## config.mk

```make
export PLATFORM = sky130hd
export DESIGN_NAME = adc_conv_sequencer
export DESIGN_NICKNAME = d
export VERILOG_FILES = /design/src/rtl/adc_conv_sequencer.sv
export SDC_FILE = /design/constraint.sdc
export NUM_CORES = 1
export LEC_CHECK = 0
export ABC_AREA = 1
export CAP_MARGIN = 0
export CORE_UTILIZATION = 50
export CTS_CLUSTER_DIAMETER = 50
export DETAILED_ROUTE_END_ITERATION = 12
export PLACE_DENSITY = 0.72
export SYNTH_ARGS = -nofsm -noshare
export SYNTH_HDL_FRONTEND = slang
export SYNTH_SLANG_ARGS = --single-unit
```

## constraint.sdc

```tcl
create_clock -name clk -period 3.3 [get_ports clk]
set_input_delay 0.66 -clock clk [delete_from_list [all_inputs] [get_ports clk]]
set_output_delay 0.66 -clock clk [all_outputs]
set_load 0.005 [all_outputs]
```

## src/rtl/adc_conv_sequencer.sv

```systemverilog
// ADC macro sequencer: conversion control, timed calibration window and a
// first-word-fall-through sample buffer between the macro and the CPU-side registers.
//
// state     | meaning
// S_IDLE    | waiting for start_i or calib_req_i
// S_CALIB   | calib_en_o held high for CALIB_CYCLES cycles
// S_CONVERT | adc_en_o high, waiting for EOC or timeout
module adc_conv_sequencer #(
  parameter int DATA_WIDTH     = 8,
  parameter int FIFO_DEPTH     = 4,
  parameter int TIMEOUT_CYCLES = 1024,
  parameter int CALIB_CYCLES   = 16
) (
  input  logic                          clk,
  input  logic                          rst,
  input  logic                          start_i,
  input  logic                          cont_i,
  input  logic                          calib_req_i,
  input  logic                          abort_i,
  input  logic                          clr_flags_i,
  output logic                          adc_en_o,
  output logic                          calib_en_o,
  input  logic                          adc_eoc_n_i,
  input  logic [DATA_WIDTH-1:0]         adc_data_i,
  output logic                          sample_valid_o,
  output logic [DATA_WIDTH-1:0]         sample_data_o,
  input  logic                          sample_ready_i,
  output logic [$clog2(FIFO_DEPTH):0]   fifo_count_o,
  output logic                          busy_o,
  output logic                          calib_done_o,
  output logic                          timeout_o,
  output logic                          overflow_o
);

  localparam int AW = $clog2(FIFO_DEPTH);
  localparam int CW = AW + 1;
  localparam int TW = $clog2(TIMEOUT_CYCLES + 1);
  localparam int KW = $clog2(CALIB_CYCLES + 1);
  localparam logic [TW-1:0] TIMEOUT_LOAD = TW'(TIMEOUT_CYCLES - 1);
  localparam logic [KW-1:0] CALIB_LOAD   = KW'(CALIB_CYCLES - 1);
  localparam logic [CW-1:0] FULL_COUNT   = CW'(FIFO_DEPTH);

  typedef enum logic [1:0] {
    S_IDLE    = 2'd0,
    S_CALIB   = 2'd1,
    S_CONVERT = 2'd2
  } state_t;

  state_t          state, state_next;
  logic            mode, mode_next;
  logic [TW-1:0]   timer, timer_next;
  logic [KW-1:0]   calib_cnt, calib_cnt_next;
  logic            done_next;
  logic            timeout_set;
  logic            eoc;

  logic [DATA_WIDTH-1:0] mem [FIFO_DEPTH];
  logic [CW-1:0]   wr_ptr, rd_ptr, count;
  logic            fifo_empty, fifo_full, push_ok, pop, overflow_set;

  assign eoc = (state == S_CONVERT) && !adc_eoc_n_i;

  always_comb begin
    state_next     = state;
    mode_next      = mode;
    timer_next     = timer;
    calib_cnt_next = calib_cnt;
    done_next      = 1'b0;
    timeout_set    = 1'b0;
    case (state)
      S_IDLE: begin
        if (calib_req_i) begin
          state_next     = S_CALIB;
          calib_cnt_next = CALIB_LOAD;
        end else if (start_i) begin
          state_next = S_CONVERT;
          mode_next  = cont_i;
          timer_next = TIMEOUT_LOAD;
        end
      end
      S_CALIB: begin
        if (calib_cnt == '0) begin
          state_next = S_IDLE;
          done_next  = 1'b1;
        end else begin
          calib_cnt_next = calib_cnt - 1'b1;
        end
      end
      S_CONVERT: begin
        // EOC on the terminal cycle still counts as a good conversion
        if (eoc) begin
          timer_next = TIMEOUT_LOAD;
          if (!mode) state_next = S_IDLE;
        end else if (timer == '0) begin
          state_next  = S_IDLE;
          timeout_set = 1'b1;
        end else begin
          timer_next = timer - 1'b1;
        end
      end
      default: state_next = S_IDLE;
    endcase
    if (abort_i) begin
      state_next  = S_IDLE;
      done_next   = 1'b0;
      timeout_set = 1'b0;
    end
  end

  always_ff @(posedge clk or posedge rst) begin
    if (rst) begin
      state        <= S_IDLE;
      mode         <= 1'b0;
      timer        <= '0;
      calib_cnt    <= '0;
      adc_en_o     <= 1'b0;
      calib_en_o   <= 1'b0;
      calib_done_o <= 1'b0;
    end else begin
      state        <= state_next;
      mode         <= mode_next;
      timer        <= timer_next;
      calib_cnt    <= calib_cnt_next;
      adc_en_o     <= (state_next == S_CONVERT);
      calib_en_o   <= (state_next == S_CALIB);
      calib_done_o <= done_next;
    end
  end

  assign busy_o = (state != S_IDLE);

  assign count        = wr_ptr - rd_ptr;
  assign fifo_empty   = (count == '0);
  assign fifo_full    = (count == FULL_COUNT);
  assign pop          = sample_ready_i && !fifo_empty;
  assign push_ok      = eoc && (!fifo_full || pop);
  assign overflow_set = eoc && fifo_full && !pop;

  always_ff @(posedge clk or posedge rst) begin
    if (rst) begin
      wr_ptr     <= '0;
      rd_ptr     <= '0;
      timeout_o  <= 1'b0;
      overflow_o <= 1'b0;
    end else begin
      if (push_ok) wr_ptr <= wr_ptr + 1'b1;
      if (pop)     rd_ptr <= rd_ptr + 1'b1;
      timeout_o  <= timeout_set  ? 1'b1 : (clr_flags_i ? 1'b0 : timeout_o);
      overflow_o <= overflow_set ? 1'b1 : (clr_flags_i ? 1'b0 : overflow_o);
    end
  end

  // storage needs no reset; the head is masked while the buffer is empty
  always_ff @(posedge clk) begin
    if (push_ok) mem[wr_ptr[AW-1:0]] <= adc_data_i;
  end

  assign sample_valid_o = !fifo_empty;
  assign sample_data_o  = fifo_empty ? '0 : mem[rd_ptr[AW-1:0]];
  assign fifo_count_o   = count;

endmodule

```

==> impl_metrics.yaml, run 1 <==
logic_synthesis:
  synth.top_cell.area_share_pct: 31.4
  synth_top_area_cell: "edfxtp_1"
  ys_seq_elements: 62
  synthCells: 327
  synth_xor_area_share_pct: 1.92
  synth_top_cells_by_area: "edfxtp_1 (31%), dfrtp_1 (24%), nand2_1 (7.8%)"
  syn_nets: 355
  synthMuxAreaShare_pct: 0.367
  synthSimpleGateAreaFrac_pct: 21.4
  synth-edff-count: 32
  avgSynthCellArea_sq_um: 9.37
  yosys_warnings: 0
  synth-compound-area-share_pct: 8.29
  async_flop_share_pct: 48.4
  ys_seq_area_share_pct: 55.9
  yosys-top-cells-count: "nand2_1 (64), nor2_1 (52), inv_1 (44)"
  ys_types: 32
  synth_fa_ha_area_share_pct: 4.74
  synth.most_common_cell: "nand2_1"
  netlist_area_sq_um: 3060
  synth_top_family_by_area: "simple AND/OR/NAND/NOR gates"
  ys.flop_type: "edfxtp_1"
setup_path:
  worstSetupEndpoint: "sample_data_o[5]"
  startpoint_type: "register"
  timing.rr.end: "mem[1][4]"
  reg2reg_slack_ps: 780
  required_ps: 2640
  max_stage_delay_ps: 490
  cp_max_fo: 7
  crit_buf_inv: 3
  path_common_cell: "inv_1"
  cp-end-kind: "output port"
  crit_path_top_delay_cell: "clkdlybuf4s50_1"
  crit_family: "buffers and inverters"
  critPathArrivalTime_ps: 2490
  cp.depth: 9
  critPathLaunch: "wr_ptr[0]"
  r2r-start: "wr_ptr[0]"
  path_class: "register to output port"
  ff2ff_path_depth: 10
  path_cells: "inv_1 > ha_1 > fa_2 > xor2_2 > xnor2_2 > nand2_2 > nand2_1 > inv_1 > clkdlybuf4s50_1"
clock_network:
  cts_tree: "done"
  htree_levels: 3
  cts_hold_buf: 0
  clkTransAtPathRegs_ps: 70
  clockBufferDepth: 2
  root_buffer: "clkbuf_8"
  insertion_delay_ps: 340
  cts_sinks: 62
  numCtsBuffers: 9
floorplan:
  dieWidth_um: 80.3
  rows: 28
  die_h_um: 80.3
  start_util_pct: 51.8
  ioPinCount: 35
  coreArea_sq_um: 5920
  die_area_sq_um: 6450
place:
  hpwl_um: 4020
  place.gp.congestion: 0.871
  io_buffers: 34
  placed_area_sq_um: 3510
finish:
  multi_input_comb_area_sq_um: 1140
  n_antenna_cell: 0
  seqCellArea_sq_um: 1710
  final_area_sq_um: 3770
  nFillCells: 493
  fin_nets: 403
  drive_above_1_share_pct: 12.6
  syn_to_final_growth_pct: 22.9
global_routing:
  track_usage_pct: 21.8
  antenna_found_initial: 0
  grt_max_degree: 31
  grt_pass1_vias: 2331
  grt_overflow: 0
  grt_pass1_wl_um: 10300
sta:
  drv_slew: 0
  fmax_mhz: 318
  finalCritPeriodShare_pct: 95.4
  finalHoldViolCount: 0
  maxSlewHeadroom_pct: 68.6
  fin_crit_ps: 3150
  setup_viol_count_final: 0
  worst_pin_slew_ps: 469
  rsz0062_at_grt: "no"
  tns_ps: 0
  skew_ps: 7.74
drt:
  routedWlPerCell_um: 13.1
  vias: 2346
  ant_nets: 0
  drtPass1Iterations: 4
  wl_um: 5970
  first_iter_violations: 101
  drc: 0
  avgViaCountPerCell: 5.16
power_and_ir_drop:
  p_sw_share_pct: 35.5
  internal-power_uw: 1990
  p_switching_uw: 1090
  p_leak_uw: 0.00165
  seq_power_share_pct: 31.5
  p_per_area_nw_per_um2: 818
  p_clk_share_pct: 24.8
  pwr-share-comb_pct: 43.7
  ir_worst_vdd_mv: 0.418
outcome:
  status: "finished clean"
hold_path:
  min_path_type: "register to register"
flow_run:
  drv_cap: 0
## cell families (layout without fill, tap and decap cells)
logic type / count (synthesis) / in the layout
xor gates and xnor gates: 5 / 5
AOI/OAI and AO/OA: 39 / 39
buffers and inverters: 55 / 107
DFF: 62 / 62
and+or+nand+nor: 154 / 155
adders and majority gates: 11 / 11
muxes: 1 / 1
## power groups by stage
| stage | clock network [uW] | logic (uW) | registers (uW) |
|---|---|---|---|
| 2_1_floorplan | 0 | 755 | 974 |
| 3_3_place_gp | 0 | 1220 | 983 |
| 3_5_place_dp | 0 | 1240 | 985 |
| 4_1_cts | 775 | 1340 | 968 |
| 5_1_grt | 814 | 1510 | 980 |
| 6_report | 765 | 1350 | 969 |
## sequential cells by signal (all words and copies together), names as in the netlist, 2 cells and up
register and cells:
state 2, wr_ptr 3, rd_ptr 3, mem 32, timer 11, calib_cnt 5
## area by class of cell
class	instances	area share, %
inverter	47	4.68
multi-input combinational	211	30.3
clock inverter	7	2.79
timing repair buffer	44	11.0
clock buffer	9	3.29
tap	75	2.49
sequential	62	45.4
## per-layer routing
layer	vias up	part of all wire, %	track usage (%)
li1	1171	-	-
met1	1117	43	25.3
met2	51	52	38.0
met3	7	3.8	4.32
met4	0	1.1	11.1
met5	-	0	0
## how the worst min path moves through the flow
stage / from / end / cells after the start
6_report: state[1] / calib_done_o / 1
5_1_grt: state[1] / calib_done_o / 1
4_1_cts: state[1] / calib_done_o / 1
3_5_place_dp: state[1] / calib_done_o / 1
3_3_place_gp: timer[9] / timer[9] / 2
2_1_floorplan: state[1] / calib_done_o / 1
## layout by cell type (no fill, tap or decap)
cell type        synthesis  layout
nand2_1                 64      64
nor2_1                  52      52
inv_1                   44      44
clkdlybuf4s50_1          0      34
edfxtp_1                32      32
dfrtp_1                 30      30
nand3_1                 17      17
o21ai_0                 16      16
nand4_1                 10      10
ha_1                    10      10
buf_4                    1      10
clkbuf_8                 0       9
o32ai_1                  8       8
o21ai_2                  7       7
a21oi_1                  6       6
nand2_2                  3       4
inv_2                    2       2
xor2_2                   2       2
xor2_1                   2       2
nor3_1                   2       2
or2_2                    2       2
bufinv_16                0       2
inv_6                    0       2
nor2_2                   1       1
xnor2_2                  0       1
nand2_4                  1       1
o22ai_1                  1       1
mux2_2                   1       1
clkinv_1                 1       1
nor4_1                   1       1
a31oi_1                  1       1
nand3b_1                 1       1
fa_2                     0       1
clkinvlp_4               0       1
clkinv_4                 0       1
inv_8                    0       1
## per-stage QoR
step                      utilization (%)  hold WS (ps)  setup WS [ps]  cells  power, uW
after global routing                 63.6           533           29.7    455       3300
after CTS                            63.6           498           75.5    455       3090
after detailed placement             59.2           492            347    436       2230
after global placement               59.2           491            393    436       2200
final                                63.6           504            153    455       3080
after floorplan                         -           453            895    327       1730
## timing repair
| action | CTS | global route |
|---|---|---|
| gates cloned | 1 | 0 |
| pin swaps | 1 | 1 |
| endpoints found under the setup margin | 8 | 6 |
| setup buffers | 2 | 0 |
| endpoints found under the hold margin | 0 | 0 |
| gates resized for setup | 2 | 1 |
Power figures use the tool's default switching activity.
==> run 2, diff against run 1 <==
--- a/config.mk
+++ b/config.mk
@@ -7,10 +7,12 @@
 export LEC_CHECK = 0
 export ABC_AREA = 1
 export CAP_MARGIN = 0
+export CORE_MARGIN = 1.5
 export CORE_UTILIZATION = 50
 export CTS_CLUSTER_DIAMETER = 50
 export DETAILED_ROUTE_END_ITERATION = 12
 export PLACE_DENSITY = 0.72
+export SETUP_SLACK_MARGIN = 0.05
 export SYNTH_ARGS = -nofsm -noshare
 export SYNTH_HDL_FRONTEND = slang
 export SYNTH_SLANG_ARGS = --single-unit
==> impl_metrics.yaml, run 2 (synthesized netlist as in run 1, its figures left out) <==
global_routing:
  track_usage_pct: 20.8
  use_met3_pct: 5.51
  grtUsageMet2_pct: 34.4
  grt_pass1_wl_um: 10000
  grt_pass1_vias: 2177
  grt_overflow: 0
  met1_usage_pct: 25.7
  antenna_found_initial: 0
  grt_max_degree: 31
  busiest_layer: "met2"
finish:
  syn_to_final_growth_pct: 23.3
  nFillCells: 484
  stdcell_count: 459
  final_cell_mix: "nand2_1 (64), nor2_1 (52), inv_1 (43), edfxtp_1 (32), dfrtp_1 (30)"
  drive_above_1_share_pct: 14.1
  n_antenna_cell: 0
  final_common_cell: "nand2_1"
  fin_nets: 407
  largest_register_ffs: 32
sta:
  worst_pin_slew_ps: 457
  tns_ps: 0
  setup_viol_count_final: 0
  fmax_mhz: 319
  skew_ps: 7.36
  maxSlewHeadroom_pct: 69.4
  drv_slew: 0
  fin_crit_ps: 3140
  rsz0062_at_grt: "no"
  finalCritPeriodShare_pct: 95.1
  finalHoldViolCount: 0
power_and_ir_drop:
  p_leak_uw: 0.00171
  ir_worst_vdd_mv: 0.476
  p_per_area_nw_per_um2: 796
setup_path:
  r2r-start: "wr_ptr[0]"
  startpoint_type: "register"
  cp_max_fo: 5
  max_stage_delay_ps: 480
  crit_path_top_delay_cell: "clkdlybuf4s50_1"
  timing.rr.end: "mem[2][4]"
  cp-end-kind: "output port"
  path_cells: "inv_2 > ha_2 > fa_2 > xor2_4 > xnor2_2 > nand2_2 > nand2_1 > inv_1 > clkdlybuf4s50_1"
  reg2reg_slack_ps: 1080
  critPathArrivalTime_ps: 2480
  ff2ff_path_depth: 9
  required_ps: 2640
  path_class: "register to output port"
clock_network:
  htree_levels: 3
  numCtsBuffers: 9
  clockBufferDepth: 2
  cts_tree: "done"
  root_buffer: "clkbuf_8"
  cts_sinks: 62
  clkTransAtPathRegs_ps: 70
  insertion_delay_ps: 350
drt:
  vias: 2367
  ant_nets: 0
  avgViaCountPerCell: 5.16
  wl_um: 5980
  first_iter_violations: 87
  routedWlPerCell_um: 13.0
  drc: 0
  drtPass1Iterations: 4
hold_path:
  worstHoldStart: "mode"
  hold_end: "mode"
  min_path_cells: 1
  min_path_type: "register to register"
place:
  dp.cells: 436
  place.gp.congestion: 0.861
  hpwl_um: 3940
  io_buffers: 34
floorplan:
  die_h_um: 81.3
  coreArea_sq_um: 5920
  rows: 28
  ioPinCount: 35
  dieWidth_um: 81.3
  die_area_sq_um: 6610
  start_util_pct: 51.8
outcome:
  status: "finished clean"
flow_run:
  drv_cap: 0
==> run 2: cell count changes in the layout (fill, tap and decap cells not counted), sizes merged <==
| cell | previous run | this run |
|---|---|---|
| clkinv | 2 | 3 |
| bufinv | 2 | 0 |
| buf | 10 | 14 |
| inv | 49 | 48 |
| dlymetal6s2s | 0 | 6 |
| clkdlybuf4s50 | 34 | 28 |
| clkinvlp | 1 | 3 |
==> run 2: final cells by class <==
type                       count  area [sq um]  area share, %
clock buffer                   9           124           3.28
clock inverter                 7          57.6           1.52
inverter                      47           176           4.67
multi-input combinational    211          1150           30.6
sequential                    62          1710           45.3
tap                           75          93.8           2.48
timing repair buffer          48           460           12.2
==> run 2: timing repair <==
item	4_1_cts	5_1_grt
endpoints found under the setup margin	9	8
hold endpoints to repair	0	0
gates cloned	1	0
resized for setup	4	8
setup buffers	2	4
pin swaps	1	9
hold buffers	0	0
==> run 2: worst max-delay path by stage <==
stage	slack, ps	from	endpoint
2_1_floorplan	900	wr_ptr[0]	sample_data_o[0]
3_3_place_gp	400	wr_ptr[0]	sample_data_o[0]
3_5_place_dp	260	wr_ptr[0]	sample_data_o[0]
4_1_cts	60	wr_ptr[0]	sample_data_o[0]
5_1_grt	50	wr_ptr[0]	sample_data_o[3]
6_report	160	wr_ptr[0]	sample_data_o[3]
==> run 2: layer usage <==
metal,wire [um],vias to the layer above
li1,-,1183
met5,0,-
met2,3070,63
met3,300,13
met1,2500,1108
met4,100,0
==> run 2: power by group <==
part	internal (uW)	switching [uW]	total, uW
logic	702	731	1430
registers	900	75.5	975
clock network	279	321	600
total	1880	1130	3010
==> run 2: critical path, delay by kind of cell (launching register included) <==
family                     cells  cell delay, ps
xor gates and xnor gates       2             360
DFF                            1             370
adders and majority gates      2             590
and+or+nand+nor                2             200
buffers and inverters          3             600
==> run 2: per-stage QoR <==
| step | utilization [%] | setup WS (ps) | power, uW | area, sq um | hold WS [ps] |
|---|---|---|---|---|---|
| CTS | 63.0 | 59.3 | 2960 | 3730 | 514 |
| floorplan | - | 895 | 1730 | 3060 | 453 |
| global route | 63.8 | 54.0 | 3230 | 3780 | 527 |
| detailed placement | 59.2 | 261 | 2250 | 3510 | 497 |
| global placement | 59.2 | 398 | 2210 | 3510 | 491 |
| finish | 63.8 | 163 | 3010 | 3780 | 517 |
==> patch 1 (flow settings as in run 1) <==
`CALIB_CYCLES`: 16 -> 32.
--- a/src/rtl/adc_conv_sequencer.sv
+++ b/src/rtl/adc_conv_sequencer.sv
@@ -9,7 +9,7 @@
   parameter int DATA_WIDTH     = 8,
   parameter int FIFO_DEPTH     = 4,
   parameter int TIMEOUT_CYCLES = 1024,
-  parameter int CALIB_CYCLES   = 16
+  parameter int CALIB_CYCLES   = 32
 ) (
   input  logic                          clk,
   input  logic                          rst,
Behaviour: no difference found for any inputs over 10 cycles, from zero or initial values and one cycle with rst high; that may be too few to reach the edited logic, so the function may still have changed.
==> patch 1 against run 1 <==
- design area increased by 2.1%
- via count is 1.8% higher
- synthesized cell count rose by 3.1%
- clock power down 1%
- total power grew 2.2%
- critical path depth unchanged
- area after synthesis up 2.4%
- sequential cell count increased by 1
- wire length grew 3.2%
- setup slack worse by 35 ps
- utilization grew 0.57 points
- highest routed layer unchanged
==> patch 1: results (changes against run 1) <==
Layout
  • Max reg flops: 32 (unchanged)
  • Post-layout nets: 414 (+2.7%)
  • Layout cells sized above 1: 12.3% (-0.36 points)
  • Non-Filler Instances: 466 (+2.4%)

Yosys
  • Synth top area cells: edfxtp_1 (31%), dfrtp_1 (25%), nand2_1 (7.9%)
  • Syn Inst Count: 337 (+3.1%)
  • Synth warnings: 0 (unchanged)
  • Syn nets: 365 (+2.8%)
  • Register area share after synthesis: 55.3% (-0.52 points)
  • Commonest cells post-synth: nand2_1 (66), nor2_1 (54), inv_1 (45)
  • Post-synth EDFFs: 32 (unchanged)
  • Async S/R FF share, synth: 49.2% (+0.82 points)
  • Cell variety after synth: 30 (-6.3%)

Drt
  • Routed vias/inst: 5.12 (-0.61%)
  • First-pass iteration count of the detailed router: 4 (unchanged)
  • Iteration-0 DRC Markers: 78 (-23%)
  • Met3 WL post-DR: 234 um (+4.5%)
  • Avg WL per Cell: 13.2 um (+0.73%)
  • M1 wire length: 2750 um (+7.9%)
  • Met2 Routed Length: 3090 um (-1.1%)

GRT
  • Largest net degree at the start of global routing: 32 (+3.2%)
  • Met3 usage: 6.07% (+1.7 points)
  • GR Util All Layers: 21.0% (-0.76 points)
  • Met2 Use GR: 35.7% (-2.3 points)
  • GR met1 Demand/Resource: 25.3% (+0.086 points)
  • First-pass GRT wire length: 10100 um (-2.5%)
  • Number of global-route vias before repair: 2212 (-5.1%)

Pwr
  • Leak Pwr: 1.70 nW (+2.5%)
  • Maximum vdd drop: 0.465 mV (+11%)
  • Final Power: 0.00315 W (+2.2%)

Setup path
  • Critical-path maximum fanout: 6 (-1)
  • CP Capture Point: sample_data_o[5]
  • Worst path arrival time: 2520 ps (+30 ps)
  • FF-to-FF End: mem[0][5]
  • FF-to-FF path depth: 10 (unchanged)
  • Crit-path max cell delay: 420 ps (-70 ps)
  • Delay-heaviest family, CP: adder cells
  • Reg2reg setup slack: 670 ps (-110 ps)

STA
  • Worst slew margin: 66.5% (-2.1 points)
  • Setup Skew: 9.51 ps (+1.77 ps)
  • Fin crit share: 96.4% (+1.1 points)
  • Fin Hold WS: 523 ps (+19.5 ps)

Placement
  • Pre-CTS WS: 303 ps (-44.5 ps)
  • Routability cong.: 0.852 (-2.2%)
  • Post-DP HPWL: 4050 um (+0.86%)
  • Area of placed instances: 3580 um2 (+2.1%)
  • Dpl cells: 447 (+2.5%)

Clock network
  • Root Driver: clkbuf_8
  • Post-CTS sizing: 2 (unchanged)

Hold path
  • Hold EP: timer[0]
  • HP Start: timer[0]

Status
  • Outcome: finished clean
patch 1: cell types whose count changed after synthesis, moves of 2 or more:
cell            run 1  this run
nand2_1            64        66
nand3_1            17        19
nand4_1            10        13
nor2_1             52        54
patch 1: kinds of logic (layout without fill, tap and decap cells):
family | count (synthesis) | in the layout | synth area share [%]
multiplexers | 1 | 1 | 0.359
AND/OR/NAND/NOR | 161 | 162 | 21.9
adder cells (fa/ha/maj) | 11 | 11 | 4.63
XOR/XNOR | 6 | 6 | 2.15
AO/OA/AOI/OAI | 39 | 39 | 8.09
flip-flops | 63 | 63 | 55.3
buffers and inverters | 56 | 109 | 7.58
patch 1: area by class of cell:
class	count	area (um2)
fill	481	2140
sequential	63	1740
multi-input combinational	219	1180
timing repair buffer	45	423
inverter	48	180
clock buffer	9	124
clock inverter	7	104
tap	75	93.8
patch 1: power breakdown:
part | total, W | switching, W | internal, W
Sequential | 0.00100 | 0.0000840 | 0.000920
Combinational | 0.00139 | 0.000723 | 0.000667
Clock | 0.000754 | 0.000320 | 0.000434
==> patch 2 (settings of run 1) <==
Without the edit above. Re-encode `state_t` (3 states) as one-hot, 3 bits wide.
--- a/src/rtl/adc_conv_sequencer.sv
+++ b/src/rtl/adc_conv_sequencer.sv
@@ -40,10 +40,10 @@
   localparam logic [KW-1:0] CALIB_LOAD   = KW'(CALIB_CYCLES - 1);
   localparam logic [CW-1:0] FULL_COUNT   = CW'(FIFO_DEPTH);
 
-  typedef enum logic [1:0] {
-    S_IDLE    = 2'd0,
-    S_CALIB   = 2'd1,
-    S_CONVERT = 2'd2
+  typedef enum logic [2:0] {
+    S_IDLE    = 3'b001,
+    S_CALIB   = 3'b010,
+    S_CONVERT = 3'b100
   } state_t;
 
   state_t          state, state_next;
Behaviour: no difference found for any inputs over 10 cycles, from zero or initial values and one cycle with rst high; not proved beyond that.
==> patch 2 against run 1 <==
- hold slack worse by 28 ps
- design area increased by 2.4%
- area after synthesis grew 2.2%
- setup slack worse by 47 ps
- synthesized cell count is 4.6% higher
- total power shrank 6.0%
- sequential cell count grew 1
- wire length increased by 2.8%
- global-route usage fell by 0.61 points
- clock power down 3.1%
- critical endpoint is now sample_data_o[3]
==> patch 2: results (changes against run 1) <==
Status
  • Outcome: finished clean

Yosys
  • Commonest cells post-synth: nand2_1 (74), nor2_1 (53), inv_1 (46)
  • Synth top area cells: edfxtp_1 (31%), dfrtp_1 (24%), nand2_1 (8.9%)
  • Synth Flop Type: edfxtp_1
  • Async S/R FF share, synth: 49.2% (+0.82 points)
  • Cell variety after synth: 38 (+19%)
  • Register area share after synthesis: 55.5% (-0.39 points)
  • Syn nets: 370 (+4.2%)
  • Post-synth EDFFs: 32 (unchanged)

Setup path
  • CP Capture Point: sample_data_o[3]
  • Worst Setup SP: wr_ptr[0]
  • Worst path arrival time: 2530 ps (+40 ps)
  • Critical-path maximum fanout: 5 (-2)
  • FF-to-FF path depth: 10 (unchanged)
  • Reg2reg setup slack: 950 ps (+170 ps)
  • FF-to-FF End: mem[1][3]

GRT
  • GR met1 Demand/Resource: 26.5% (+1.2 points)
  • Number of global-route vias before repair: 2212 (-5.1%)
  • GR Util All Layers: 21.1% (-0.61 points)
  • Met3 usage: 5.17% (+0.85 points)
  • Global route hottest layer: met2
  • Initial antenna violation count: 0 (unchanged)
  • First-pass GRT wire length: 10200 um (-1.1%)
  • Met2 Use GR: 35.0% (-3.1 points)
  • Largest net degree at the start of global routing: 32 (+3.2%)

Drt
  • Iteration-0 DRC Markers: 134 (+33%)
  • First-pass iteration count of the detailed router: 7 (+3)
  • Final WL: 6130 um (+2.8%)
  • Routed vias/inst: 5.11 (-0.93%)

STA
  • Setup Skew: 7.20 ps (-0.539 ps)
  • Measured slew at the worst slew-check pin: 456 ps (-13.1 ps)

Pwr
  • Maximum vdd drop: 0.497 mV (+19%)
  • Leak Pwr: 1.74 nW (+5.3%)

Clock network
  • Worst-Skew Late Latency: between 300 and 400 ps
  • CTS buffer count: 9 (unchanged)
  • Root Driver: clkbuf_8

Layout
  • Post-layout nets: 420 (+4.2%)
  • Layout cells sized above 1: 10.8% (-1.8 points)

Placement
  • Post-DP HPWL: 4080 um (+1.5%)
  • Port Buf Inserts: 34 (unchanged)
  • Routability cong.: 0.834 (-4.2%)
  • Area of placed instances: 3580 um2 (+2.1%)
## patch 2: cell types whose count changed after synthesis, moves of 3 or more
cell,run 1,this run
a21oi_1,6,2
nand2_1,64,74
nand3_1,17,21
nand4_1,10,2
o21ai_0,16,19
o21ai_1,0,3
o21ai_2,7,0
xor2_1,2,5
## patch 2: critical path, cell delays in order, from the launching register on
cell             delay [ps]
dfrtp_1                 410
inv_2                    80
ha_1                    210
fa_2                    350
xor2_2                  170
xnor2_2                 250
nand2_2                 150
nand2_1                 110
inv_1                    40
clkdlybuf4s50_1         430
## patch 2: worst min path at each step
stage,start,endpoint,slack [ps],cells past startpoint
finish,timer[0],timer[0],480,1
global route,timer[0],timer[0],500,1
CTS,timer[0],timer[0],480,1
detailed placement,timer[0],timer[0],470,1
global placement,timer[0],timer[0],470,1
floorplan,timer[0],timer[0],440,1
## patch 2: logic make-up (layout without fill, tap and decap cells)
logic type / Yosys count / count (layout) / share of synthesized area (%)
and+or+nand+nor: 165 / 166 / 22.8
DFF: 63 / 63 / 55.5
buffers and inverters: 56 / 110 / 7.15
AOI/OAI and AO/OA: 40 / 40 / 7.87
adders and majority gates: 11 / 11 / 4.63
xor gates and xnor gates: 6 / 6 / 1.68
muxes: 1 / 1 / 0.359
## patch 2: report_power, final
group,switching (W),internal [W],leakage [nW]
registers,0.0000866,0.000917,0.663
logic,0.000594,0.000558,0.971
clock network,0.000295,0.000446,0.110
## patch 2: metal layers
layer | vias to the layer above | part of all wire, %
li1 | 1222 | -
met1 | 1124 | 45
met2 | 59 | 50
met3 | 6 | 4.1
met4 | 0 | 0.80
met5 | - | 0
## patch 2: area by class of cell
type	instances	area, um2
tap	75	93.8
clock buffer	11	141
sequential	63	1740
clock inverter	5	81.3
inverter	49	184
multi-input combinational	224	1200
timing repair buffer	45	423
fill	497	2130
## patch 2: per-stage QoR
step	setup WS, ps	utilization [%]	cells
after floorplan	883	-	342
after global placement	315	59.8	451
after detailed placement	178	59.8	451
after CTS	13.1	64.0	469
after global routing	0.893	64.4	472
final	106	64.4	472
## patch 2: what timing repair did
action                                  CTS  global route
gates resized for setup                   4             2
endpoints found under the setup margin    9             9
pin swaps                                 1             3
hold buffers                              0             0
buffers inserted                          1             3
cloned                                    1             0
